`src/rtl/branch_direction_predictor_pkg.sv`:
```
// Shared types and helpers for the branch direction predictor and its PHT.
package bp_pkg;

    localparam int PHT_W_IDX = 6;
    localparam int BP_W_STAT = 16;

    typedef enum logic [1:0] {
        SNT = 2'b00,
        WNT = 2'b01,
        WT  = 2'b10,
        ST  = 2'b11
    } ctr_e;

    // One in-flight prediction carried from Fetch through Decode to Execute.
    typedef struct packed {
        logic                 valid;
        logic                 pred_taken;
        logic [31:0]          pred_target;
        logic [PHT_W_IDX-1:0] idx;
        logic [31:0]          pc_plus4;
    } stage_rec_t;

    function automatic logic [1:0] sat_update(input logic [1:0] cnt, input logic taken);
        logic [1:0] res;
        if (taken) begin
            if (cnt == ST) res = ST;
            else           res = cnt + 2'd1;
        end else begin
            if (cnt == SNT) res = SNT;
            else            res = cnt - 2'd1;
        end
        return res;
    endfunction

endpackage

```
`src/rtl/branch_direction_predictor_if.sv`:
```
// Fetch/Decode/Execute-side signal bundle of the branch direction predictor.
interface branch_direction_predictor_if #(parameter int W_STAT = 16);
    logic [31:0]       pcF;
    logic              btbHit;
    logic [31:0]       btbBTA;
    logic              stallD;
    logic              flushD;
    logic              flushE;
    logic              branchE;
    logic              branchTakenE;
    logic [31:0]       aluBranchAddress;
    logic [31:0]       pcNextPred;
    logic              predictTakenF;
    logic              branchPredictedE;
    logic              mispredictE;
    logic [31:0]       redirectPC;
    logic [W_STAT-1:0] brCount;
    logic [W_STAT-1:0] mispCount;

    modport master (
        output pcF, btbHit, btbBTA, stallD, flushD, flushE,
               branchE, branchTakenE, aluBranchAddress,
        input  pcNextPred, predictTakenF, branchPredictedE,
               mispredictE, redirectPC, brCount, mispCount
    );

    modport slave (
        input  pcF, btbHit, btbBTA, stallD, flushD, flushE,
               branchE, branchTakenE, aluBranchAddress,
        output pcNextPred, predictTakenF, branchPredictedE,
               mispredictE, redirectPC, brCount, mispCount
    );
endinterface

```
`src/rtl/branch_direction_predictor_pht.sv`:
```
// Pattern history table: 2-bit saturating counters, combinational read, clocked update.
module branch_pht
    import bp_pkg::*;
#(
    parameter int W_IDX = PHT_W_IDX
) (
    input  logic             clk,
    input  logic             reset,
    input  logic [W_IDX-1:0] rd_idx_i,
    output logic             rd_pred_o,
    input  logic             we_i,
    input  logic [W_IDX-1:0] wr_idx_i,
    input  logic             wr_taken_i
);
    localparam int N_ENT = 1 << W_IDX;

    logic [1:0] pht_q [N_ENT];

    // Read returns the pre-write value; an update becomes visible next cycle.
    assign rd_pred_o = pht_q[rd_idx_i][1];

    // Counter array: weakly not-taken on reset, saturating update on resolve.
    always_ff @(posedge clk or posedge reset) begin
        if (reset) begin
            for (int i = 0; i < N_ENT; i++) begin
                pht_q[i] <= WNT;
            end
        end else if (we_i) begin
            pht_q[wr_idx_i] <= sat_update(pht_q[wr_idx_i], wr_taken_i);
        end
    end
endmodule

```
`src/rtl/branch_direction_predictor.sv`:
```
// Direction predictor: PHT lookup in Fetch, D/E prediction pipeline, resolution and statistics.
module branch_direction_predictor
    import bp_pkg::*;
#(
    parameter int W_IDX  = PHT_W_IDX,
    parameter int W_STAT = BP_W_STAT
) (
    input  logic                         clk,
    input  logic                         reset,
    branch_direction_predictor_if.slave  bp
);
    logic [W_IDX-1:0]  idx_f_s;
    logic              pht_pred_s;
    logic              pred_taken_f_s;
    logic [31:0]       pc_plus4_f_s;
    stage_rec_t        rec_f_s;
    stage_rec_t        rec_d_q, rec_d_d;
    stage_rec_t        rec_e_q, rec_e_d;
    logic              resolve_s;
    logic              misp_s;
    logic [31:0]       redirect_s;
    logic [W_STAT-1:0] br_cnt_q, br_cnt_d;
    logic [W_STAT-1:0] misp_cnt_q, misp_cnt_d;

    assign idx_f_s        = bp.pcF[W_IDX+1:2];
    assign pc_plus4_f_s   = bp.pcF + 32'd4;
    assign pred_taken_f_s = bp.btbHit & pht_pred_s;
    assign resolve_s      = rec_e_q.valid & bp.branchE;

    branch_pht #(.W_IDX(W_IDX)) u_pht (
        .clk        (clk),
        .reset      (reset),
        .rd_idx_i   (idx_f_s),
        .rd_pred_o  (pht_pred_s),
        .we_i       (resolve_s),
        .wr_idx_i   (W_IDX'(rec_e_q.idx)),
        .wr_taken_i (bp.branchTakenE)
    );

    // Fetch-stage record handed to the Decode register.
    always_comb begin
        rec_f_s             = '0;
        rec_f_s.valid       = 1'b1;
        rec_f_s.pred_taken  = pred_taken_f_s;
        rec_f_s.pred_target = bp.btbBTA;
        rec_f_s.idx         = PHT_W_IDX'(idx_f_s);
        rec_f_s.pc_plus4    = pc_plus4_f_s;
    end

    // Resolution; a non-branch predicted taken is a BTB alias and falls through.
    always_comb begin
        misp_s     = 1'b0;
        redirect_s = 32'd0;
        if (rec_e_q.valid) begin
            if (bp.branchE) begin
                misp_s = (bp.branchTakenE != rec_e_q.pred_taken) |
                         (bp.branchTakenE & rec_e_q.pred_taken &
                          (bp.aluBranchAddress != rec_e_q.pred_target));
            end else begin
                misp_s = rec_e_q.pred_taken;
            end
        end else begin
            misp_s = 1'b0;
        end
        if (misp_s) begin
            redirect_s = (bp.branchE & bp.branchTakenE) ? bp.aluBranchAddress : rec_e_q.pc_plus4;
        end else begin
            redirect_s = 32'd0;
        end
    end

    // Pipeline next state; a mispredict squashes both stages ahead of stall/flush.
    always_comb begin
        rec_d_d = rec_d_q;
        rec_e_d = rec_e_q;
        if (misp_s || bp.flushD) begin
            rec_d_d.valid = 1'b0;
        end else if (bp.stallD) begin
            rec_d_d = rec_d_q;
        end else begin
            rec_d_d = rec_f_s;
        end
        if (misp_s || bp.flushE) begin
            rec_e_d.valid = 1'b0;
        end else begin
            rec_e_d = rec_d_q;
        end
    end

    // Saturating statistics next state.
    always_comb begin
        br_cnt_d   = br_cnt_q;
        misp_cnt_d = misp_cnt_q;
        if (resolve_s && (br_cnt_q != '1)) begin
            br_cnt_d = br_cnt_q + W_STAT'(1);
        end else begin
            br_cnt_d = br_cnt_q;
        end
        if (misp_s && (misp_cnt_q != '1)) begin
            misp_cnt_d = misp_cnt_q + W_STAT'(1);
        end else begin
            misp_cnt_d = misp_cnt_q;
        end
    end

    // Stage and statistics registers.
    always_ff @(posedge clk or posedge reset) begin
        if (reset) begin
            rec_d_q    <= '0;
            rec_e_q    <= '0;
            br_cnt_q   <= '0;
            misp_cnt_q <= '0;
        end else begin
            rec_d_q    <= rec_d_d;
            rec_e_q    <= rec_e_d;
            br_cnt_q   <= br_cnt_d;
            misp_cnt_q <= misp_cnt_d;
        end
    end

    assign bp.pcNextPred       = pred_taken_f_s ? bp.btbBTA : pc_plus4_f_s;
    assign bp.predictTakenF    = pred_taken_f_s;
    assign bp.branchPredictedE = rec_e_q.valid & rec_e_q.pred_taken;
    assign bp.mispredictE      = misp_s;
    assign bp.redirectPC       = redirect_s;
    assign bp.brCount          = br_cnt_q;
    assign bp.mispCount        = misp_cnt_q;
endmodule

```
`src/flat_wrapper.sv`:
```
// flat-port wrapper written by rule: the top's interface ports become plain ports
module branch_direction_predictor_flat import bp_pkg::*;
#(
    parameter int W_IDX  = PHT_W_IDX,
    parameter int W_STAT = BP_W_STAT
)
  (clk, reset, bp_pcF, bp_btbHit, bp_btbBTA, bp_stallD, bp_flushD, bp_flushE, bp_branchE, bp_branchTakenE, bp_aluBranchAddress, bp_pcNextPred, bp_predictTakenF, bp_branchPredictedE, bp_mispredictE, bp_redirectPC, bp_brCount, bp_mispCount);
  branch_direction_predictor_if #(.W_STAT(W_STAT)) bp_i ();
  input  logic clk;
  input  logic reset;
  input wire logic [$bits(bp_i.pcF)-1:0] bp_pcF;
  input wire logic [$bits(bp_i.btbHit)-1:0] bp_btbHit;
  input wire logic [$bits(bp_i.btbBTA)-1:0] bp_btbBTA;
  input wire logic [$bits(bp_i.stallD)-1:0] bp_stallD;
  input wire logic [$bits(bp_i.flushD)-1:0] bp_flushD;
  input wire logic [$bits(bp_i.flushE)-1:0] bp_flushE;
  input wire logic [$bits(bp_i.branchE)-1:0] bp_branchE;
  input wire logic [$bits(bp_i.branchTakenE)-1:0] bp_branchTakenE;
  input wire logic [$bits(bp_i.aluBranchAddress)-1:0] bp_aluBranchAddress;
  output wire logic [$bits(bp_i.pcNextPred)-1:0] bp_pcNextPred;
  output wire logic [$bits(bp_i.predictTakenF)-1:0] bp_predictTakenF;
  output wire logic [$bits(bp_i.branchPredictedE)-1:0] bp_branchPredictedE;
  output wire logic [$bits(bp_i.mispredictE)-1:0] bp_mispredictE;
  output wire logic [$bits(bp_i.redirectPC)-1:0] bp_redirectPC;
  output wire logic [$bits(bp_i.brCount)-1:0] bp_brCount;
  output wire logic [$bits(bp_i.mispCount)-1:0] bp_mispCount;
  assign bp_i.pcF = bp_pcF;
  assign bp_i.btbHit = bp_btbHit;
  assign bp_i.btbBTA = bp_btbBTA;
  assign bp_i.stallD = bp_stallD;
  assign bp_i.flushD = bp_flushD;
  assign bp_i.flushE = bp_flushE;
  assign bp_i.branchE = bp_branchE;
  assign bp_i.branchTakenE = bp_branchTakenE;
  assign bp_i.aluBranchAddress = bp_aluBranchAddress;
  assign bp_pcNextPred = bp_i.pcNextPred;
  assign bp_predictTakenF = bp_i.predictTakenF;
  assign bp_branchPredictedE = bp_i.branchPredictedE;
  assign bp_mispredictE = bp_i.mispredictE;
  assign bp_redirectPC = bp_i.redirectPC;
  assign bp_brCount = bp_i.brCount;
  assign bp_mispCount = bp_i.mispCount;
  branch_direction_predictor #(.W_IDX(W_IDX), .W_STAT(W_STAT)) u_core (.clk(clk), .reset(reset), .bp(bp_i));
endmodule
```
`config.mk`:
```
export PLATFORM = sky130hd
export DESIGN_NAME = branch_direction_predictor_flat
export DESIGN_NICKNAME = d
export VERILOG_FILES = /design/src/rtl/branch_direction_predictor_pkg.sv /design/src/rtl/branch_direction_predictor_if.sv /design/src/rtl/branch_direction_predictor_pht.sv /design/src/rtl/branch_direction_predictor.sv /design/src/flat_wrapper.sv
export SDC_FILE = /design/constraint.sdc
export NUM_CORES = 1
export LEC_CHECK = 0
export ABC_AREA = 1
export BUFFER_PORTS_ARGS = -buffer_cell sky130_fd_sc_hd__buf_2
export CAP_MARGIN = 20
export CELL_PAD_IN_SITES_DETAIL_PLACEMENT = 1
export CELL_PAD_IN_SITES_GLOBAL_PLACEMENT = 2
export CORE_MARGIN = 2
export CORE_UTILIZATION = 33
export DETAILED_ROUTE_END_ITERATION = 8
export PLACE_DENSITY = 0.79
export RECOVER_POWER = 50
export SYNTH_ARGS = -nofsm -noshare
export SYNTH_HDL_FRONTEND = slang
export SYNTH_HIERARCHICAL = 1
export SYNTH_SLANG_ARGS = --single-unit
```
`constraint.sdc`:
```
create_clock -name clk -period 7.2 [get_ports clk]
set_input_delay 1.08 -clock clk [delete_from_list [all_inputs] [get_ports clk]]
set_output_delay 1.08 -clock clk [all_outputs]
set_load 0.02 [all_outputs]
```
==> flow_summary.json <==
{
  "status": "complete, but fails checks",
  "violations": "max-capacitance violations, max-slew violations",
  "crit_type": "primary input to primary output",
  "antenna_left": 0,
  "synth.area.top_cells": "dfrtp_1, nand2_1, dfstp_2, nand3_1, inv_1",
  "ir_drop_mv": 0.186,
  "cp.arrival_ns": 4.80,
  "numClockSinks": 304,
  "max_slew_margin_pct": -130,
  "final_hold_viol_count": 0,
  "cts_tree": "done",
  "grt_max_degree": 146,
  "synth.top_cell.area_share_pct": 34.5,
  "routed_wl_um": 64900,
  "postLayoutCellArea_um2": 20200,
  "hp-class": "flop to flop",
  "die_w_um": 234,
  "firstDrtPassIters": 5,
  "path_common_cell": "o21ai_0",
  "grt_usage_pct": 23.8,
  "path_cells": "buf_2 > buf_4 > clkinv_1 > o21ai_0 > o22ai_1 > o211ai_1 > nand3_1 > nand3_1 > o21ai_0 > nand2_1 > buf_4 > clkinv_1 > buf_12 > o21ai_0 > buf_2",
  "cts_resized": 0,
  "whs_path_depth": 2,
  "antenna_found_initial": 4,
  "drtIter0Drc": 997,
  "layout_commonest_cell": "nand2_1",
  "hold_ws_ns": 0.467,
  "cts_made_buffers": 40,
  "rsz0062_at_grt": "no",
  "place.detailed.instances": 3269,
  "r2r_start": "u_core/rec_e_q[64]$_DFFE_PP0N_",
  "grt_pass1_wl_um": 102000,
  "start_util_pct": 33.3,
  "stdcell_count": 3348,
  "synth_nets": 2601,
  "io_pins": 203,
  "avgSynthCellArea_um2": 6.99,
  "die_y_um": 234,
  "finalCriticalPeriod_ns": 5.88,
  "grtUsageMet2_pct": 39.3,
  "most-common-layout-cells": "nand2_1, nand3_1, dfrtp_1",
  "endpoint_kind": "primary output",
  "routed_via_density": 5.10,
  "yosys_warnings": 6,
  "yosysTopAreaCell": "dfrtp_1",
  "place.detailed.hpwl_um": 42900,
  "tightest_slew_ns": 3.44,
  "place_congestion": 0.897,
  "whs_endpoint": "u_core/u_pht/pht_q[54]$_DFFE_PP1P_",
  "synth.distinct_cells": 36,
  "core_um2": 52300,
  "max_stage_delay_ns": 0.70,
  "clockRootBuffer": "clkbuf_16",
  "area_growth_pct": 15.7,
  "syn-cell-area_um2": 17400,
  "drv_cap": 6,
  "dieArea_um2": 54600,
  "drive_gt1_share_pct": 12.7,
  "grt.busiest_layer": "met2",
  "clkTransAtPathRegs_ns": 0.06,
  "finalMaxSlewViolations": 348,
  "dr_total_vias": 17100,
  "fin_crit_sh_pct": 81.6,
  "cp-start-kind": "primary input",
  "final_util_pct": 38.5,
  "skew_ns": 0.0157,
  "required_ns": 6.12,
  "num-nets-final": 2732,
  "drc": 0,
  "placed_cell_area_um2": 18800,
  "routedWlPerCell_um": 19.4,
  "syn_inst": 2493,
  "p_leak_nw": 10.2,
  "grt_pass1_vias": 17800,
  "cts_max_level": 2,
  "clockBufferDepth": 3,
  "grt_overflow": 0,
  "r2r_cells": 13,
  "nFillCells": 6639,
  "gr-usage-met3_pct": 3.05,
  "min-delay-start": "u_core/u_pht/pht_q[54]$_DFFE_PP1P_",
  "row_count": 84,
  "clk_latency_ns": 0.56,
  "yosysSeqAreaShare_pct": 44.1,
  "postCtsSetupBuffers": 0,
  "cts_hold_buffers": 0,
  "io_buffers": 202,
  "synth_seq_cells": 304,
  "ff2ff_setup_slack_ns": 3.23,
  "reg2reg_to": "u_core/rec_d_q[26]$_DFFE_PP0P_",
  "fmax_mhz": 170,
  "power_density_nw_per_um2": 267,
  "critPathSlowestCell": "clkinv_1",
  "setup_viol": 0,
  "fin_tns_setup_ns": 0,
  "critPathMaxFanout": 43,
  "grt_use_met1_pct": 32.6
}
[routing by layer]
layer | share of wire (%) | wire length (µm)
met1 | 46 | 30100
met2 | 47 | 30700
met3 | 3.9 | 2560
met4 | 2.4 | 1590
met5 | 0.020 | 13
[registers in the layout, indices dropped and copies added (netlist names)]
name / count
u_core/rec_e_q: 72
u_core/rec_d_q: 72
u_core/bp.mispCount: 16
u_core/bp.brCount: 16
u_core/u_pht/pht_q: 128
[per-stage QoR]
| step | total power [W] | setup WS [ns] |
|---|---|---|
| finish | 0.00539 | 1.32 |
| detailed placement | 0.00328 | 0.570 |
| floorplan | 0.00287 | 1.35 |
| CTS | 0.00546 | 0.572 |
| global placement | 0.00325 | 0.797 |
| global route | 0.00567 | 0.542 |
[power breakdown]
group	total, W	switching [W]	leakage, nW	internal, W
combinational	0.00114	0.000841	5.70	0.000300
clock	0.00214	0.000794	0.688	0.00135
sequential	0.00211	0.000161	3.78	0.00195
total	0.00539	0.00180	10.2	0.00359
[synthesized netlist by cell type, drive strengths merged]
cell and count:
inv 182, or2 3, dfrtp 240, nor3 35, nor4 4, clkinv 4, buf 77, and3 1
nor2 170, o21ai 62, a21oi 38, nor3b 3, xor2 36, o221ai 7, nand3 264, dfstp 64
nand4 76, o211ai 19, nand2 1102, o22ai 5, ha 4, clkbuf 55, nand3b 2, a31oi 1
xnor2 39
[worst max path at each step]
stage | start | to | slack, ns | cells after the start
6_report | bp_pcF[2] | bp_pcNextPred[2] | 1.32 | 15
5_1_grt | reset | u_core/u_pht/pht_q[27]$_DFFE_PP0P_ | 0.54 | 3
4_1_cts | bp_pcF[2] | bp_pcNextPred[2] | 0.57 | 14
3_5_place_dp | bp_pcF[2] | bp_pcNextPred[2] | 0.57 | 14
3_3_place_gp | bp_pcF[2] | bp_pcNextPred[2] | 0.80 | 14
2_1_floorplan | reset | u_core/bp.brCount[0]$_DFFE_PP0P_ | 1.35 | 1
[kinds of logic (layout without fill, tap and decap cells)]
kind of cell | Yosys count | after routing | share of synthesized area, %
flops | 304 | 304 | 44.1
buf+inv | 318 | 481 | 7.98
xor+xnor | 75 | 75 | 3.77
compound gates | 132 | 132 | 4.26
fa+ha+maj | 4 | 4 | 0.287
other cells | 0 | 4 | 0
simple gates | 1660 | 1660 | 39.6
[area by class of cell]
cell class	instances	area, µm²	share of cell area (%)
inverter	186	701	3.48
sequential	304	7690	38.2
timing repair buffer	221	1110	5.51
clock inverter	15	238	1.18
multi-input combinational	1871	8370	41.5
tap	688	861	4.27
clock buffer	59	1170	5.82
antenna	4	10.0	0.0497
[critical path, delay by kind of cell]
family | cells | cell delay [ns]
simple gates | 3 | 0.29
buf+inv | 7 | 2.37
compound gates | 5 | 1.00
Note: power is estimated with default switching activity, not from simulation.
